[config.mk]
export PLATFORM = sky130hd
export DESIGN_NAME = mux_nin_rr
export DESIGN_NICKNAME = d
export VERILOG_FILES = /design/src/rtl/mux_pkg.sv /design/src/rtl/mux_nin_rr_arbiter.sv /design/src/rtl/mux_nin_rr.sv
export SDC_FILE = /design/constraint.sdc
export NUM_CORES = 1
export LEC_CHECK = 0
export ABC_AREA = 1
export BUFFER_PORTS_ARGS = -buffer_cell sky130_fd_sc_hd__buf_2
export CORE_ASPECT_RATIO = 0.5
export CORE_MARGIN = 1
export CORE_UTILIZATION = 44
export CTS_BUF_LIST = sky130_fd_sc_hd__clkbuf_8
export CTS_CLUSTER_SIZE = 8
export DETAILED_ROUTE_END_ITERATION = 12
export PLACE_DENSITY = 0.93
export SLEW_MARGIN = 40
export SYNTH_ARGS = -nofsm -noshare
export SYNTH_HDL_FRONTEND = slang
export SYNTH_SLANG_ARGS = --single-unit
[constraint.sdc]
create_clock -name clk -period 1.2 [get_ports clk]
set_input_delay 0.18 -clock clk [delete_from_list [all_inputs] [get_ports clk]]
set_output_delay 0.18 -clock clk [all_outputs]
set_load 0.005 [all_outputs]
[src/rtl/mux_pkg.sv]
`default_nettype none
// ============================================================================
// Module      : mux_pkg
// Description : Shared constants for the N-input round-robin/fixed mux.
//               MODE_FIXED / MODE_RR encode the 'mode' input of mux_nin_rr.
//               WIDTH_DEF / N_IN_DEF are the default data width and channel
//               count.
// Revision    : 1.0 - initial release
// ============================================================================
package mux_pkg;

  localparam logic MODE_FIXED = 1'b0;
  localparam logic MODE_RR    = 1'b1;

  localparam int WIDTH_DEF = 32;
  localparam int N_IN_DEF  = 3;

endpackage : mux_pkg
`default_nettype wire

[src/rtl/mux_nin_rr_arbiter.sv]
`default_nettype none
// ============================================================================
// Module      : rr_arbiter
// Description : Combinational round-robin grant. The search starts at channel
//               ptr+1 (mod N_IN) and moves upward. The first requesting
//               channel gets a one-hot grant. When nothing requests, grant is
//               all zeros.
// Ports       : req   [N_IN]  per-channel request
//               ptr   [SEL_W] index of the most recently granted channel
//               grant [N_IN]  one-hot grant (or zero)
// Revision    : 1.0 - initial release
// ============================================================================
module rr_arbiter
  import mux_pkg::*;
#(
  parameter int N_IN  = N_IN_DEF,
  parameter int SEL_W = $clog2(N_IN)
) (
  input  logic [N_IN-1:0]  req,
  input  logic [SEL_W-1:0] ptr,
  output logic [N_IN-1:0]  grant
);

  // Scan offsets 1..N_IN from ptr. Offset N_IN wraps back to ptr itself, so a
  // lone requester keeps its grant. Both loop indices are constant after
  // unrolling, so no variable bit-select is needed.
  always_comb begin
    logic found;
    grant = '0;
    found = 1'b0;
    for (int k = 1; k <= N_IN; k++) begin
      for (int i = 0; i < N_IN; i++) begin
        if (!found && req[i] && (((int'(ptr) + k) % N_IN) == i)) begin
          grant[i] = 1'b1;
          found    = 1'b1;
        end
      end
    end
  end

endmodule : rr_arbiter
`default_nettype wire

[src/rtl/mux_nin_rr.sv]
`default_nettype none
// ============================================================================
// Module      : mux_nin_rr
// Description : N-input to 1-output mux with a single registered output
//               stage and valid/ready handshakes on both sides.
//               The channel can be chosen in two ways:
//                 - fixed: the channel given by 'sel'
//                 - round-robin: available only when MUX_RR_EN is defined
//               Without MUX_RR_EN, 'mode' is ignored and the mux always runs
//               in fixed mode.
// Ports       : clk, rst_n    clock, synchronous active-low reset
//               in_data       packed channels, channel i at [i*WIDTH +: WIDTH]
//               in_valid      per-channel valid
//               in_ready      per-channel accept (combinational)
//               mode          0 = fixed, 1 = round-robin
//               sel           channel index used in fixed mode
//               out_data      registered output word
//               out_valid     output register holds an untaken word
//               out_ready     downstream accept
//               out_src       channel index that supplied out_data
//               err_sel       one-cycle pulse after an out-of-range sel
// Revision    : 1.0 - initial release
// ============================================================================
module mux_nin_rr
  import mux_pkg::*;
#(
  parameter int WIDTH = WIDTH_DEF,
  parameter int N_IN  = N_IN_DEF,
  parameter int SEL_W = $clog2(N_IN)
) (
  input  logic                  clk,
  input  logic                  rst_n,
  input  logic [N_IN*WIDTH-1:0] in_data,
  input  logic [N_IN-1:0]       in_valid,
  output logic [N_IN-1:0]       in_ready,
  input  logic                  mode,
  input  logic [SEL_W-1:0]      sel,
  output logic [WIDTH-1:0]      out_data,
  output logic                  out_valid,
  input  logic                  out_ready,
  output logic [SEL_W-1:0]      out_src,
  output logic                  err_sel
);

  logic             load_en;
  logic             fixed_mode;
  logic             sel_ok;
  logic [N_IN-1:0]  grant_fix;
  logic [N_IN-1:0]  grant;
  logic             any_grant;
  logic [SEL_W-1:0] grant_idx;
  logic [WIDTH-1:0] grant_data;

  logic [WIDTH-1:0] out_data_q,  out_data_d;
  logic [SEL_W-1:0] out_src_q,   out_src_d;
  logic             out_valid_q, out_valid_d;
  logic             err_sel_q,   err_sel_d;

  assign load_en = !out_valid_q || out_ready;
  assign sel_ok  = (int'(sel) < N_IN);

  // Fixed-mode grant is decoded per channel. An out-of-range sel therefore
  // matches no channel and produces no grant.
  always_comb begin
    grant_fix = '0;
    for (int i = 0; i < N_IN; i++) begin
      grant_fix[i] = (sel == SEL_W'(i)) && in_valid[i];
    end
  end

`ifdef MUX_RR_EN
  logic [SEL_W-1:0] ptr_q, ptr_d;
  logic [N_IN-1:0]  grant_rr;

  assign fixed_mode = (mode == MODE_FIXED);

  rr_arbiter #(
    .N_IN  (N_IN),
    .SEL_W (SEL_W)
  ) u_rr_arbiter (
    .req   (in_valid),
    .ptr   (ptr_q),
    .grant (grant_rr)
  );

  assign grant = fixed_mode ? grant_fix : grant_rr;

  // ptr only moves on a real round-robin load. Fixed-mode traffic leaves it
  // untouched, so the rotation resumes where it left off after a mode change.
  assign ptr_d = (!fixed_mode && load_en && any_grant) ? grant_idx : ptr_q;

  always_ff @(posedge clk) begin
    if (!rst_n) begin
      ptr_q <= SEL_W'(N_IN - 1);
    end else begin
      ptr_q <= ptr_d;
    end
  end
`else
  logic unused_mode;
  assign unused_mode = mode;
  assign fixed_mode  = 1'b1;
  assign grant       = grant_fix;
`endif

  assign any_grant = |grant;

  // Convert the one-hot grant into a channel index and select its data word.
  always_comb begin
    grant_idx  = '0;
    grant_data = '0;
    for (int i = 0; i < N_IN; i++) begin
      if (grant[i]) begin
        grant_idx  = SEL_W'(i);
        grant_data = in_data[i*WIDTH +: WIDTH];
      end
    end
  end

  assign in_ready = (rst_n && load_en) ? grant : '0;

  always_comb begin
    out_valid_d = out_valid_q;
    out_data_d  = out_data_q;
    out_src_d   = out_src_q;
    if (load_en) begin
      out_valid_d = any_grant;
      if (any_grant) begin
        out_data_d = grant_data;
        out_src_d  = grant_idx;
      end
    end
    err_sel_d = fixed_mode && !sel_ok;
  end

  always_ff @(posedge clk) begin
    if (!rst_n) begin
      out_valid_q <= 1'b0;
      out_data_q  <= '0;
      out_src_q   <= '0;
      err_sel_q   <= 1'b0;
    end else begin
      out_valid_q <= out_valid_d;
      out_data_q  <= out_data_d;
      out_src_q   <= out_src_d;
      err_sel_q   <= err_sel_d;
    end
  end

  assign out_data  = out_data_q;
  assign out_valid = out_valid_q;
  assign out_src   = out_src_q;
  assign err_sel   = err_sel_q;

endmodule : mux_nin_rr
`default_nettype wire

## After elaboration in Yosys (flattened, before gate mapping)

Cells that the tools add are included.

- Magnitude comparators: 1
- Equality and inequality tests: 2
- Mux-type cells: 6
- Reduce and logical (&&, ||, !) cells: 10

Operators with widths:

| kind | number |
|---|---|
| 32-bit 2-to-1 mux | 3 |
| 1-bit logical AND | 4 |
| 3-bit 2-to-1 mux | 1 |
| 3-bit OR reduction | 1 |
| 2-bit by 1-bit == test with 1-bit output, second input constant | 1 |
| 2-bit == test, second input constant | 1 |
| 1-bit logical NOT | 2 |
| 2-bit logical NOT | 1 |
| 2-bit less-than comparator, second input constant | 1 |
| 2-bit 2-to-1 mux | 1 |
| 2-bit AND reduction | 1 |
| 1-bit logical OR | 1 |
| 1-bit 2-to-1 mux | 1 |

- Bits in registers: 36
- Input port bits: 105
- Output and inout port bits: 39
- Word-level logic and storage cells: 23

## Depth between registers and ports, before layout

Gate-level depths: netlist (run 1).

- Depth in word-level cells: 5
- Mapped depth: 8
- Depth with buffers taken out: 6

## Least setup slack after synthesis (run 1)

No wires, ideal clock.

- Path kind: register to register
- From: reg out_valid_q, in the netlist out_valid
- To: reg out_data_q[22], in the netlist out_data[22]
- Setup time: 0.070 ns
- Data arrival time: 1.037 ns
- Data required time: 1.130 ns
- Slack: 0.094 ns
- Cell stages (with the launch flop): 5
- Path buffers: 1
- Clock period less this slack: 1.106 ns
- Path through: dfxtp_1 -> nand2_1 -> clkbuf_1 -> nand3_1 -> a21oi_2

- Word-level cells in the longest chain between the ends: 3

RTL lines:

| what | RTL line | text |
|---|---|---|
| start: declaration | mux_nin_rr.sv:56 | `logic out_valid_q, out_valid_d;` |
| start signal: assignment | mux_nin_rr.sv:143 | `out_valid_q <= out_valid_d;` |
| 1-bit logical NOT | mux_nin_rr.sv:59 | `assign load_en = !out_valid_q \|\| out_ready;` |
| 1-bit logical OR | mux_nin_rr.sv:59 |  |
| 2-bit AND reduction (no line) | - |  |
| end signal: assignment | mux_nin_rr.sv:144 | `out_data_q <= out_data_d;` |
| end: declaration | mux_nin_rr.sv:54 | `logic [WIDTH-1:0] out_data_q, out_data_d;` |

Every way passes these cells.
A chain may end at the register's enable or synchronous reset.

## Worst setup path in the final report (run 1)

- From: reg out_valid_q, in the netlist out_valid
- To: out in_ready[2]

- Word-level cells in the longest chain between the ends: 4

RTL lines:

| what | RTL line | text |
|---|---|---|
| 1-bit logical NOT | mux_nin_rr.sv:59 |  |
| 1-bit logical OR | mux_nin_rr.sv:59 |  |
| 1-bit logical AND | mux_nin_rr.sv:120 | `assign in_ready = (rst_n && load_en) ? grant : '0;` |
| 3-bit 2-to-1 mux | mux_nin_rr.sv:120 |  |
| end: declaration | mux_nin_rr.sv:35 | `output logic [N_IN-1:0] in_ready,` |

Every way passes these cells.

==> reports/results.txt, run 1 <==
Syn. warnings: 0
Detailed Route WL: 7680 um
sequential area share after synthesis: 31.3%
diode count: 0
GR Util All Layers: 27.0%
CTS tree: built
Cell Count, Final, Fillers Out: 529
Synth Cell Area: 2300 um^2
initial antenna violation count: 0
largest cells by area after synthesis: dfxtp_1 31%, nand3_1 21%, nand4_1 17%, a21oi_1 5.0%, buf_2 3.9%
post-synth cell types: 23
DRC viols: 0
Chip Width: 104 um
area delta synth->final: 43.0%
skew final: 0.00547 ns
vias in the first global route: 2603
Worst-path clk slew: 0.07 ns
Worst Path Class, Setup: reg2out
Tcrit/Tclk final: 96.4%
max cap viols: 0
Relative slew margins: 73.0%
hold_buf cts: 0
IO Count: 144
synthesized net count: 427
Synth area leader: dfxtp_1
crit path time final: 1.16 ns
EDFF count, synth: 0
asr flop ratio synth: 0%
Commonest cells post-synth: 98 x nand3_1, 64 x nand4_1, 36 x dfxtp_1
routability cong.: 0.874
CP startpoint kind: flip-flop
root buffer cell: clkbuf_8
row count: 18
setup violators final: 0
total die area: 5540 um^2
final hold slack: 0.198 ns
DRT antenna net count: 0
Inst Count DP: 519
Chip Height: 53.1 um
CP max stage cell: dfxtp_2
RSZ-0062 raised after global routing: true
Finished Core Util: 66.1%
power per cell area: 921 nW/um^2
Mapped Avg Cell Area: 7.15 um^2
port buffer count: 142
Synth Instances: 322
worst vdd ir: 498 uV
grt ovf: 0
routed vias: 3084
most frequent cell after synthesis: nand3_1
f_max: 0.864 GHz
Max clock buf depth: 2
Pwr Total: 3.03 mW
slowest stage delay, CP: 0.33 ns
Worst Hold Class: in2reg
worst-path cell chain: nand2_2, nand2_4, nor2_1, buf_2
outcome: finished, final reports clean
largest fanout on the critical path: 4
worst skew pair latency: 0.29 ns
Vias/cell: 5.83
CP required: 1.02 ns
global-route wire length before repair: 11800 um
layout cells sized above 1: 45.8%
Initial Util: 46.2%
Synth top area share: 31.3%
DRT iter0 DRCs: 240
Core ar.: 4980 um^2
WL/cell: 14.5 um
P_leak: 1.52 nW
CTS Sinks: 36
Final Net Count: 564
Critical Path Sink Type: output port
pin count of the biggest net entering global routing: 35
H-tree depth: 2
TritonCTS Buffers: 5
synthesis-stage register bit count: 36
most common flop cell mapped by yosys: dfxtp_1
DR pass1 iterations: 5
final hold viol count: 0
Worst Path Arrival: 0.98 ns
measured slew at the worst slew-check pin: 0.405 ns
R2R depth: 6
Hold Path Cell Cnt: 3
Slew Viols, Final: 0
HPWL Detailed: 5530 um
-- metal layers --
layer / part of all wire (%) / GRT usage [%] / vias to the layer above
met5: 0 / 0 / -
met4: 2.5 / 11.0 / 0
met3: 8.6 / 5.30 / 30
met2: 49 / 46.7 / 191
met1: 40 / 33.8 / 1396
li1: - / - / 1467
-- per-stage QoR --
step | setup WS, ns | area (um^2) | setup TNS, ns
final | 0.0428 | 3290 | 0
after floorplan | 0.0936 | 2300 | 0
after detailed placement | -0.0666 | 3150 | -0.964
after CTS | 0.0114 | 3260 | 0
after global routing | -0.0267 | 3290 | -0.0850
after global placement | -0.0165 | 3150 | -0.170
-- cell type report --
type,count,area (um^2)
Inverter,4,17.5
Fill cell,427,1690
Multi-Input combinational cell,241,1360
Sequential cell,36,722
Timing Repair Buffer,171,1010
Clock buffer,7,96.3
Tap cell,70,87.6
-- cell usage in the layout, fill, tap and decap left out, drive strengths merged --
| cell type | n |
|---|---|
| nand4 | 64 |
| nand3 | 101 |
| buf | 171 |
| o21ai | 2 |
| dfxtp | 36 |
| nand2 | 36 |
| clkinv | 1 |
| nor2 | 4 |
| clkbuf | 7 |
| inv | 3 |
| a21oi | 33 |
| nor3 | 1 |
-- sequential cells by signal (all words and copies together), names as in the netlist --
register	flops
out_src	2
out_data	32
out_valid	1
err_sel	1
-- power by group --
group	switching (mW)	internal [mW]	total, mW
Combinational	0.444	0.369	0.813
Clock	0.437	0.512	0.949
Sequential	0.0255	1.24	1.27
Total	0.907	2.12	3.03
-- final timing paths --
kind                startpoint           end  slack (ns)
hold / removal           rst_n    out_src[1]        0.20
hold reg to reg   out_data[14]  out_data[14]        0.46
setup / recovery     out_valid   in_ready[2]        0.04
setup reg to reg     out_valid  out_data[21]        0.08
-- critical path, delay by kind of cell, from the launching register on --
family	cells	cell delay, ns
DFF	1	0.33
and+or+nand+nor	3	0.24
buffers and inverters	1	0.12
-- cells by family after synthesis --
family | synth area share (%)
and+or+nand+nor | 49.3
buffers and inverters | 10.1
AOI/OAI and AO/OA | 9.24
DFF | 31.3
-- timing repair --
item,in CTS,in global routing
hold endpoints to repair,0,0
gates resized for setup,2,4
pin swaps,1,3
buffers inserted,1,2
endpoints found under the setup margin,3,14
(Power assumes the default switching activity.)
==> run 2: changes to the inputs <==
- GPL_TIMING_DRIVEN: default -> 0
==> run 2 against run 1 <==
  * Via count increased by 0.94%
  * Combinational power decreased by 2.7%
  * Sequential share of layout area increased by 0.18 points
  * Total power decreased by 1.3%
  * Largest power group unchanged
  * Worst hold slack improved by 0.014 ns
  * First-iteration DRC count decreased by 22%
  * Clock skew decreased by 0.0028 ns
  * Final cell count increased by 2.5%
  * Fmax decreased by 1.8%
  * Largest cell class unchanged
  * Count of clock-buffer cells in the layout unchanged
  * Clock power decreased by 2%
  * Critical path depth unchanged
==> reports/results.txt, run 2 (synthesis results as in run 1) <==
outcome: finished, final reports clean
reg-to-reg critical path endpoint: out_data[25]
largest fanout on the critical path: 5 (+1)
Chip Height: 53.1 um (unchanged)
commonest non-fill, non-tap cell in the layout: buf_2
RSZ-0062 raised after global routing: true
Worst Hold Class: in2reg
worst-path cell chain: nand2_4, nand2_4, nor2_2, buf_2
Relative slew margins: 56.2% (-17 points)
Vias/cell: 5.74 (-1.5%)
initial antenna violation count: 0 (unchanged)
DRC viols: 0 (unchanged)
layout cells sized above 1: 44.9% (-0.84 points)
Worst Setup SP: out_valid
CP max stage cell: dfxtp_2
DR pass1 iterations: 7 (+2)
CTS tree: built
register area: 722 um^2 (unchanged)
crit-path most repeated cell: nand2_4
routability cong.: 0.885 (+1.2%)
area delta synth->final: 41.9%
WL/cell: 14.4 um (-0.57%)
global-route wire length before repair: 12400 um (+5.4%)
CP startpoint kind: flip-flop
most frequent cells in the layout: 156 x buf_2, 98 x nand3_1, 64 x nand4_1
GR Util All Layers: 28.3% (+1.3 points)
f_max: 0.848 GHz (-1.8%)
Final Net Count: 577 (+2.3%)
total die area: 5540 um^2 (unchanged)
Cell Count, Final, Fillers Out: 542 (+2.5%)
Worst Path Class, Setup: reg2out
DRT iter0 DRCs: 187 (-22%)
min-delay src: rst_n
Critical Path Sink Type: output port
Finished Core Util: 65.6% (-0.53 points)
Initial Util: 46.2% (unchanged)
grt ovf: 0 (unchanged)
setup violators final: 0 (unchanged)
measured slew at the worst slew-check pin: 0.657 ns (+0.252 ns)
global routing usage on met1: 34.3% (+0.54 points)
vias in the first global route: 2751 (+5.7%)
final instance area: 3260 um^2 (-0.80%)
IO Count: 144 (unchanged)
worst skew pair latency: 0.29 ns (about the same)
crit path time final: 1.18 ns (+0.0218 ns)
R2R depth: 6 (unchanged)
Slew Viols, Final: 0 (unchanged)
port buffer count: 137 (-3.5%)
Core ar.: 4980 um^2 (unchanged)
DRT antenna net count: 0 (unchanged)
R2R setup slack: 0.07 ns (about the same)
power per cell area: 916 nW/um^2 (-0.49%)
Detailed Route WL: 7830 um (+1.9%)
Worst Path Arrival: 1.00 ns (+0.02 ns)
Tcrit/Tclk final: 98.2% (+1.8 points)
Hold Path Cell Cnt: 3 (unchanged)
grt peak-use layer: met2
P_leak: 1.51 nW (-0.53%)
CP required: 1.02 ns (about the same)
skew final: 0.00270 ns (-0.00277 ns)
pin count of the biggest net entering global routing: 11 (-69%)
max cap viols: 0 (unchanged)
Chip Width: 104 um (unchanged)
CTS Sinks: 36 (unchanged)
Top delay family on crit path: flip-flops
final hold viol count: 0 (unchanged)
CP Buf/Inv Count: 1 (unchanged)
root buffer cell: clkbuf_8
H-tree depth: 2 (unchanged)
Pwr Total: 2.99 mW (-1.3%)
Fillers: 422 (-1.2%)
setup TNS: 0 ns (unchanged)
diode count: 0 (unchanged)
Hold EP: out_src[1]
TritonCTS Buffers: 5 (unchanged)
grt met3 use: 7.14% (+1.8 points)
HPWL Detailed: 5780 um (+4.7%)
final worst slack: 0.0210 ns (-0.0218 ns)
final hold slack: 0.212 ns (+0.0137 ns)
number of flip-flops under the largest register name: 32 (unchanged)
worst r2r src: out_valid
routed vias: 3113 (+0.94%)
Max clock buf depth: 2 (unchanged)
Setup Slack @ Placement: -0.144 ns (-0.0777 ns)
Worst-path clk slew: 0.07 ns (about the same)
row count: 18 (unchanged)
worst vdd ir: 438 uV (-12%)
slowest stage delay, CP: 0.34 ns (about the same)
hold_buf cts: 0 (unchanged)
area of the multi-input gates: 1380 um^2 (+1.5%)
GR Util met2: 48.3% (+1.7 points)
Inst Count DP: 529 (+1.9%)
placed inst area: 3070 um^2 (-2.5%)
run 2: area by class of cell:
class                   instances  share of cell area (%)
plain buffers                  41                    7.13
well taps                      70                    2.68
inverters                       4                   0.537
clock buffers                   7                    2.95
flip-flops and latches         36                    22.1
multi-input cells             241                    42.3
repair buffers                143                    22.3
run 2: what timing repair did:
action | in CTS | in global routing
endpoints found under the setup margin | 33 | 32
gates cloned | 0 | 1
resized for setup | 4 | 16
pin swaps | 1 | 2
setup buffers | 2 | 3
run 2: power breakdown:
part / switching, mW / internal [mW] / leakage (nW) / total [mW]
combinational: 0.453 / 0.338 / 1.17 / 0.791
clock: 0.419 / 0.511 / 0.0503 / 0.930
sequential: 0.0269 / 1.24 / 0.293 / 1.27
run 2: metal layers:
layer	wire, um	vias to the layer above	share of wire [%]
met5	0	-	0
met4	201	0	2.6
met3	606	28	7.7
met2	3820	167	49
met1	3190	1425	41
li1	-	1493	-
run 2: worst max-delay path by stage:
stage	end	slack (ns)	cells after the start
4_1_cts	in_ready[1]	0.008	4
2_1_floorplan	out_data[22]	0.09	4
3_3_place_gp	out_data[20]	-0.14	4
3_5_place_dp	out_data[26]	-0.14	4
6_report	in_ready[2]	0.02	4
5_1_grt	in_ready[2]	-0.05	4
run 2: worst min-delay path: cells and delay by family:
kind | cells | cell delay [ns]
simple gates | 1 | 0.08
compound gates | 1 | 0.06
buf+inv | 1 | 0.14
==> run 3: changes to the inputs <==
- BUFFER_PORTS_ARGS: -buffer_cell sky130_fd_sc_hd__buf_2 -> default
- CORE_UTILIZATION: 44 -> 53
- DONT_BUFFER_PORTS: default -> 1
- PLACE_DENSITY: 0.93 -> 0.79
- SETUP_SLACK_MARGIN: default -> 0.2
==> run 3 against run 2 <==
  * Final area down 9.9%
  * Via count down 14%
  * Sequential power about the same
  * Critical path depth up 2
  * Worst hold slack worse by 0.18 ns
  * Utilization up 7.5 points
  * Sequential share of layout area up 2.5 points
  * Setup slack worse by 0.0025 ns
==> reports/results.txt, run 3 (synthesis results as in run 1) <==
DRT iter0 DRCs: 216 (+16%)
H-tree depth: 2 (unchanged)
CTS Sinks: 36 (unchanged)
Hold EP: out_src[1]
skew final: 0.0109 ns (+0.00822 ns)
pin count of the biggest net entering global routing: 12 (+1)
f_max: 0.846 GHz (-0.21%)
R2R setup slack: 0.02 ns (-0.05 ns)
global-route wire length before repair: 11900 um (-4.6%)
Pwr Total: 2.94 mW (-1.8%)
switching share of power: 32.2% (+2.2 points)
max cap viols: 0 (unchanged)
Core ar.: 4020 um^2 (-19%)
Worst-path clk slew: 0.08 ns (about the same)
NetSw: 945 uW (+5.2%)
reg-to-reg critical path endpoint: out_data[14]
measured slew at the worst slew-check pin: 0.732 ns (+0.0749 ns)
Hold Path Cell Cnt: 2 (-1)
Worst Path Arrival: 1.39 ns (+0.39 ns)
Initial Util: 57.2% (+11 points)
Reg power frac: 43.9% (+1.4 points)
worst vdd ir: 638 uV (+46%)
Combinational Power Share: 25.2% (-1.3 points)
power per cell area: 999 nW/um^2 (+9.0%)
WL/cell: 20.3 um (+40%)
CTS tree: built
final worst slack: 0.0186 ns (-0.00247 ns)
root buffer cell: clkbuf_8
grt ovf: 0 (unchanged)
Worst Hold Class: in2reg
internal power: 1.99 mW (-4.8%)
Chip Height: 48.6 um (-8.6%)
IO Count: 144 (unchanged)
port buffer count: 0 (-100%)
TritonCTS Buffers: 5 (unchanged)
worst skew pair latency: 0.29 ns (about the same)
Slew Viols, Final: 0 (unchanged)
DR pass1 iterations: 5 (-2)
min-delay src: rst_n
setup TNS: 0 ns (unchanged)
commonest non-fill, non-tap cell in the layout: nand3_1
number of flip-flops under the largest register name: 32 (unchanged)
hold_buf cts: 0 (unchanged)
HPWL Detailed: 5500 um (-4.8%)
R2R depth: 6 (unchanged)
DRC viols: 0 (unchanged)
DRT antenna net count: 0 (unchanged)
Chip Width: 95.2 um (-8.7%)
P_leak: 1.05 nW (-30%)
Worst Path Class, Setup: reg2reg
worst r2r src: out_valid
total die area: 4620 um^2 (-17%)
crit path time final: 1.18 ns (+0.00247 ns)
Final Net Count: 445 (-23%)
diode count: 0 (unchanged)
Inst Count DP: 376 (-29%)
CP required: 1.41 ns (+0.39 ns)
outcome: finished, final reports clean
Detailed Route WL: 8000 um (+2.2%)
Vias/cell: 6.81 (+19%)
final hold viol count: 0 (unchanged)
Tcrit/Tclk final: 98.5% (+0.21 points)
initial antenna violation count: 0 (unchanged)
most frequent cells in the layout: 85 x nand3_1, 64 x nand4_1, 35 x dfxtp_1
routed vias: 2691 (-14%)
area delta synth->final: 27.8%
layout cells sized above 1: 37.5% (-7.4 points)
row count: 16 (-2)
GR Util All Layers: 33.4% (+5.1 points)
Setup Slack @ Placement: -0.130 ns (+0.0143 ns)
RSZ-0062 raised after global routing: true
Fillers: 302 (-28%)
Max clock buf depth: 2 (unchanged)
Cell Count, Final, Fillers Out: 395 (-27%)
Relative slew margins: 51.2% (-5.0 points)
routability cong.: 0.841 (-5.0%)
setup violators final: 0 (unchanged)
clock power share: 30.9% (-0.2 points)
vias in the first global route: 2489 (-9.5%)
Critical Path Sink Type: flip-flop
largest fanout on the critical path: 8 (+3)
CP startpoint kind: flip-flop
## run 3: cell count changes in the layout (fill, tap and decap cells not counted), sizes merged
cell,before,now
buf,168,31
clkbuf,23,27
clkinvlp,0,1
inv,3,4
## run 3: routing by layer
metal  vias to the layer above  wire length, um  track usage [%]
met3                        26              772             9.59
li1                       1233                -                -
met5                         -                0                0
met2                       166             3870             57.6
met1                      1266             3190             40.4
met4                         0              165             8.84
## run 3: critical path: stages (launching register included)
cell and delay, ns:
dfxtp_4 0.38, nand2_8 0.08, buf_12 0.14, nand2_8 0.12, buf_6 0.15, nand2_1 0.08
a21oi_2 0.16
## run 3: worst max-delay path by stage
stage | start | endpoint | slack [ns] | cells past startpoint
floorplan | sel[1] | out_data[0] | 0.13 | 8
global placement | in_valid[1] | out_data[31] | -0.07 | 6
detailed placement | in_valid[1] | out_data[2] | -0.13 | 6
CTS | out_valid | in_ready[0] | 0.1 | 3
global route | out_valid | out_data[14] | -0.0002 | 6
finish | out_valid | out_data[14] | 0.02 | 6
## run 3: cell type report
class / count / area (um^2) / area share [%]
inverter: 4 / 17.5 / 0.596
multi-input combinational: 241 / 1600 / 54.3
sequential: 36 / 724 / 24.6
buffer: 41 / 298 / 10.1
timing repair buffer: 11 / 144 / 4.89
clock inverter: 2 / 11.3 / 0.383
tap: 54 / 67.6 / 2.30
clock buffer: 6 / 82.6 / 2.81
## run 3: timing repair
item | CTS | global route
buffers inserted | 6 | 1
gates cloned | 2 | 2
setup endpoints to repair | 38 | 38
pin swaps | 7 | 7
gates resized for setup | 40 | 40
## run 3: metrics by stage
step                      hold slack, ns  instance area (um^2)  utilization (%)
final                             0.0301                  2940             73.1
after global routing              0.0233                  2940             73.1
after CTS                         0.0315                  2750             68.3
after detailed placement           0.336                  2410             60.0
after global placement             0.328                  2410             60.0
after floorplan                    0.320                  2350                -
## run 3: power groups by stage
stage	Clock (mW)	Combinational (mW)	Sequential [mW]
after floorplan	0	0.428	1.30
after global placement	0	0.524	1.31
after detailed placement	0	0.537	1.31
after CTS	0.904	0.636	1.29
after global routing	0.987	0.791	1.29
final	0.908	0.740	1.29
